File: src/rtl/dmem_bus_arbiter.sv
// Data-bus arbiter for two masters (m0 = cpu, m1 = aux) with mem/io decode and a fixed
// IDLE->ACCESS->ACK sequence. Define RR_ARB_EN for round-robin ties; otherwise m0 has priority.
module dmem_bus_arbiter #(
  parameter int            AW      = 32,
  parameter int            DW      = 32,
  parameter logic [AW-1:0] IO_BASE = 32'h03000000,
  parameter int            IO_AW   = 5
) (
  input  logic             clk,
  input  logic             reset,
  input  logic             m0_req,
  input  logic             m0_we,
  input  logic [AW-1:0]    m0_addr,
  input  logic [DW-1:0]    m0_wdata,
  output logic             m0_ack,
  output logic [DW-1:0]    m0_rdata,
  input  logic             m1_req,
  input  logic             m1_we,
  input  logic [AW-1:0]    m1_addr,
  input  logic [DW-1:0]    m1_wdata,
  output logic             m1_ack,
  output logic [DW-1:0]    m1_rdata,
  output logic             mem_we,
  output logic [AW-1:0]    mem_addr,
  output logic [DW-1:0]    mem_wdata,
  input  logic [DW-1:0]    mem_rdata,
  output logic             io_we,
  output logic [IO_AW-1:0] io_addr,
  output logic [DW-1:0]    io_wdata,
  input  logic [DW-1:0]    io_rdata,
  output logic             busy,
  output logic             owner
);

  typedef enum logic [1:0] {IDLE, ACCESS, ACK} state_t;

  state_t          state;
  state_t          state_next;
  logic            lat_we;
  logic [AW-1:0]   lat_addr;
  logic [DW-1:0]   lat_wdata;
  logic            any_req;
  logic            grant;
  logic            sel_io;
  logic [DW-1:0]   capture;

  assign any_req = m0_req | m1_req;
  assign sel_io  = (lat_addr >= IO_BASE);
  assign capture = sel_io ? io_rdata : mem_rdata;

`ifdef RR_ARB_EN
  logic last_owner;

  // On a tie the master that did not win last time gets the bus.
  assign grant = (m0_req && m1_req) ? ~last_owner : m1_req;

  always_ff @(posedge clk or posedge reset) begin
    if (reset) begin
      last_owner <= 1'b1;
    end else if (state == IDLE && any_req) begin
      last_owner <= grant;
    end
  end
`else
  assign grant = ~m0_req;
`endif

  always_ff @(posedge clk or posedge reset) begin
    if (reset) begin
      state <= IDLE;
    end else begin
      state <= state_next;
    end
  end

  always_ff @(posedge clk or posedge reset) begin
    if (reset) begin
      owner     <= 1'b0;
      lat_we    <= 1'b0;
      lat_addr  <= '0;
      lat_wdata <= '0;
    end else if (state == IDLE && any_req) begin
      owner     <= grant;
      lat_we    <= grant ? m1_we    : m0_we;
      lat_addr  <= grant ? m1_addr  : m0_addr;
      lat_wdata <= grant ? m1_wdata : m0_wdata;
    end
  end

  // Read data is captured on every access, writes included, and held until the next one.
  always_ff @(posedge clk or posedge reset) begin
    if (reset) begin
      m0_rdata <= '0;
      m1_rdata <= '0;
    end else if (state == ACCESS) begin
      if (owner) begin
        m1_rdata <= capture;
      end else begin
        m0_rdata <= capture;
      end
    end
  end

  always_comb begin
    state_next = state;
    mem_we     = 1'b0;
    mem_addr   = '0;
    mem_wdata  = '0;
    io_we      = 1'b0;
    io_addr    = '0;
    io_wdata   = '0;
    m0_ack     = 1'b0;
    m1_ack     = 1'b0;
    busy       = (state != IDLE);
    case (state)
      IDLE: begin
        if (any_req) begin
          state_next = ACCESS;
        end
      end
      ACCESS: begin
        state_next = ACK;
        if (sel_io) begin
          io_we    = lat_we;
          io_addr  = lat_addr[IO_AW-1:0];
          io_wdata = lat_wdata;
        end else begin
          mem_we    = lat_we;
          mem_addr  = lat_addr;
          mem_wdata = lat_wdata;
        end
      end
      ACK: begin
        state_next = IDLE;
        m0_ack     = ~owner;
        m1_ack     = owner;
      end
      default: begin
        state_next = IDLE;
      end
    endcase
  end

endmodule

File: config.mk
export PLATFORM = sky130hd
export DESIGN_NAME = dmem_bus_arbiter
export DESIGN_NICKNAME = d
export VERILOG_FILES = /design/src/rtl/dmem_bus_arbiter.sv
export SDC_FILE = /design/constraint.sdc
export NUM_CORES = 1
export LEC_CHECK = 0
export ABC_AREA = 0
export CAP_MARGIN = 20
export CORE_ASPECT_RATIO = 0.5
export CORE_MARGIN = 1.5
export CORE_UTILIZATION = 40
export CTS_BUF_LIST = sky130_fd_sc_hd__clkbuf_4
export DETAILED_ROUTE_END_ITERATION = 8
export PLACE_DENSITY = 0.93
export SETUP_SLACK_MARGIN = 0.05
export SYNTH_ARGS = -nofsm -noshare
export SYNTH_HDL_FRONTEND = slang
export SYNTH_SLANG_ARGS = --single-unit
File: constraint.sdc
create_clock -name clk -period 5.2 [get_ports clk]
set_clock_uncertainty 0.2 [all_clocks]
set_input_delay 0.78 -clock clk [delete_from_list [all_inputs] [get_ports clk]]
set_output_delay 0.78 -clock clk [all_outputs]
set_load 0.02 [all_outputs]
==> results.md <==
- CTS Buffer Depth: 2
- Status: finished clean
- Post-detailed-route count of antenna-violating nets: 0
- Top routing layer used: met5
- First-pass GRT wire length: about 35 mm
- Clk network pwr share: between 10% and 20%
- Commonest cells after routing, fill and taps aside: 361 x clkdlybuf4s50_1, 132 x dfrtp_1, 130 x mux2_2, 97 x and2_1, 65 x nor2_1
- Drt drc: 0
- WS Path Type: reg -> out
- Fillers: ~1300
- Via density per instance: ~5.1
- PwrDens: between 400 and 500 nW/um^2
- Actual slew at the worst max-slew pin: roughly 0.87 ns
- Synth area leader: dfrtp_1
- Maximum vdd drop: roughly 0.00029 V
- Part of the power in registers: a little over a third
- Avg Inst Size Synth: 10.8 sq um
- Synth unique cells: 25
- Met2 WL post-DR: 11.9 mm
- Fin nets: 1166
- Setup violations, final: 0
- Initial antenna violation count: 2
- Cell Area, Synth: just under 7000 sq um
- FP Rows: 33
- First DRT Iteration DRCs: 362
- Hold/Removal Path Class: reg -> reg
- Clk_lat worst skew: 0.52 ns
- Setup TNS: 0 ns
- CTS H-Tree Depth: 4
- Core Region: 16400 sq um
- Unrepaired setup endpoints after global routing: no
- Fmax: approximately 250 MHz
- Cell leakage power: approximately 0.0042 uW
- Worst EP arrival: about 3.0 ns
- CTS buffer count: 17
- Gp weighted congestion: between 0.8 and 0.9
- Routed metal-1 wire length: 8.87 mm
- Routed length per instance: between 15 and 20 um
- Die Ht: around 95 um
- Most common cell after layout, fill and taps aside: clkdlybuf4s50_1
- CTS tree: yes
- Combinational share of power: a little over half
- Routed WL: about 22 mm
- Root buf cell: clkbuf_4
- Grt ovf: 0
- Routed met3 length: around 1.2 mm
- Share of the synthesized area in the top cell type: between 40% and 50%
- Post-layout minimum cycle time: approximately 4 ns
- Switching pwr: ~2200 uW
- Die X: 186 um
- Vias: around 6200
- Synth area leaders: dfrtp_1 49%, mux2_2 22%, and2_1 9.0%
- DP Wirelength: approximately 16 mm
- Startpoint types: register
- YS warnings: 0
- Core Util, Final: roughly 66%
- CP Data Required Time: between 4 and 5 ns
- # clock sinks: 132
- Number of global-route vias before repair: around 6300
- CTS resizes: 0
- Share of layout cells above drive strength 1: approximately a fifth
- #FFs+latches synth: roughly 130
- Area grow syn2layout: 60.4%
- 1st-pass router iterations: 5
- GRT Util Overall: around 25%
- Headroom to the max-slew limit: between 40% and 50%
- Total Die Area: between 15000 and 20000 sq um
- Clk slew on worst S/H paths: 0.12 ns
- Fin. max-slew vios: 0
- Port buffer count: 362
- I/O pins: roughly 370
- Int Pwr: around 3200 uW
- Initial Utilization: between 40% and 50%
- Post-CTS Setup Inserts: 0
- # Max-Cap Violations: 0
- Pin count of the biggest net entering global routing: 67
- Hold-fix buffers at CTS: 0
- Worst-path maximum fanout: 33
- Final cycle utilization of the critical path: around 77%
- Seq/Total Area, Yosys: between 40% and 50%
- Switching share of power: 41.0%
- Cells after Synth: 626
- Final hold viol count: 0
- CP Capture Type: primary output
## flip-flops by register name, summed over array words and instances (netlist names)
name	flops
state	2
lat_wdata	32
lat_we	1
m1_rdata	32
owner	1
m0_rdata	32
lat_addr	32
## layout make-up
type,instances,area [sq um],area share (%)
diodes,1,2.50,0.0232
repair buffers,374,3730,34.5
inverters,3,13.8,0.127
clock buffers,17,128,1.18
well taps,227,284,2.63
multi-input cells,440,3210,29.7
flip-flops and latches,132,3300,30.6
clock inverters,15,131,1.22
## cell families (layout without fill, tap and decap cells)
kind of cell | after synthesis | count (layout) | share of synthesized area (%)
AND/OR/NAND/NOR | 202 | 202 | 16.2
flip-flops | 132 | 132 | 49.1
multiplexers | 130 | 130 | 21.7
AO/OA/AOI/OAI | 102 | 102 | 8.90
buffers and inverters | 59 | 409 | 4.07
other | 1 | 7 | 0.0557
## critical path, stage by stage (launching register included)
cell and delay [ns]:
dfrtp_1 0.44, or4_4 0.75, nor3_4 0.20, buf_4 0.29, and2_1 0.18, clkdlybuf4s50_1 0.61
## final timing paths
check                                   from            end  slack (ns)  depth (start not counted)
worst min-delay path            lat_addr[10]   lat_addr[10]        0.32                          1
worst max-delay path            lat_addr[27]  mem_wdata[10]        1.21                          5
worst max register to register      state[0]    lat_addr[4]        2.40                          4
worst min register to register  lat_addr[10]   lat_addr[10]        0.32                          1
min in group asynchronous              reset    m1_rdata[1]        0.58                          2
max in group asynchronous              reset   m0_rdata[18]        3.14                          3
## metal layers
| layer | track usage (%) | vias to the layer above |
|---|---|---|
| met5 | 0 | - |
| met4 | 9.21 | 2 |
| met3 | 5.91 | 37 |
| met2 | 45.6 | 231 |
| met1 | 30.1 | 3072 |
| li1 | - | 2876 |
## power groups by stage
stage | Sequential (uW) | Combinational [uW] | Clock [uW]
2_1_floorplan | 2070 | 1340 | 0
3_3_place_gp | 1890 | 2730 | 0
3_5_place_dp | 1910 | 2800 | 0
4_1_cts | 1890 | 2810 | 680
5_1_grt | 1960 | 3000 | 728
6_report | 1880 | 2820 | 656
## cells in the mapped netlist
master    number
mux2_2       130
buf_6          1
buf_1          6
nor3_4         1
a21oi_1        3
conb_1         1
nor3b_1        2
inv_1          3
nand3_1       32
a31oi_1       64
clkbuf_2       4
nor2_1        65
o21ai_0       32
nand2b_1       1
nor4_2         1
or4_4          1
a211oi_1       1
dfrtp_1      132
a211o_1        1
and3b_1        2
buf_4          7
and2_1        97
buf_2         11
o21a_1         1
clkbuf_1      27
## through the flow
stage	setup slack (ns)	hold slack, ns	power [uW]	instances	cell area [sq um]
after global routing	1.04	0.335	5680	1209	10800
after CTS	1.14	0.319	5380	1207	10800
after floorplan	0.694	0.272	3410	631	6750
after detailed placement	1.75	0.287	4710	1175	10500
after global placement	1.81	0.285	4620	1175	10500
final	1.21	0.319	5360	1209	10800
No activity file was read; power rests on OpenSTA's default activity.
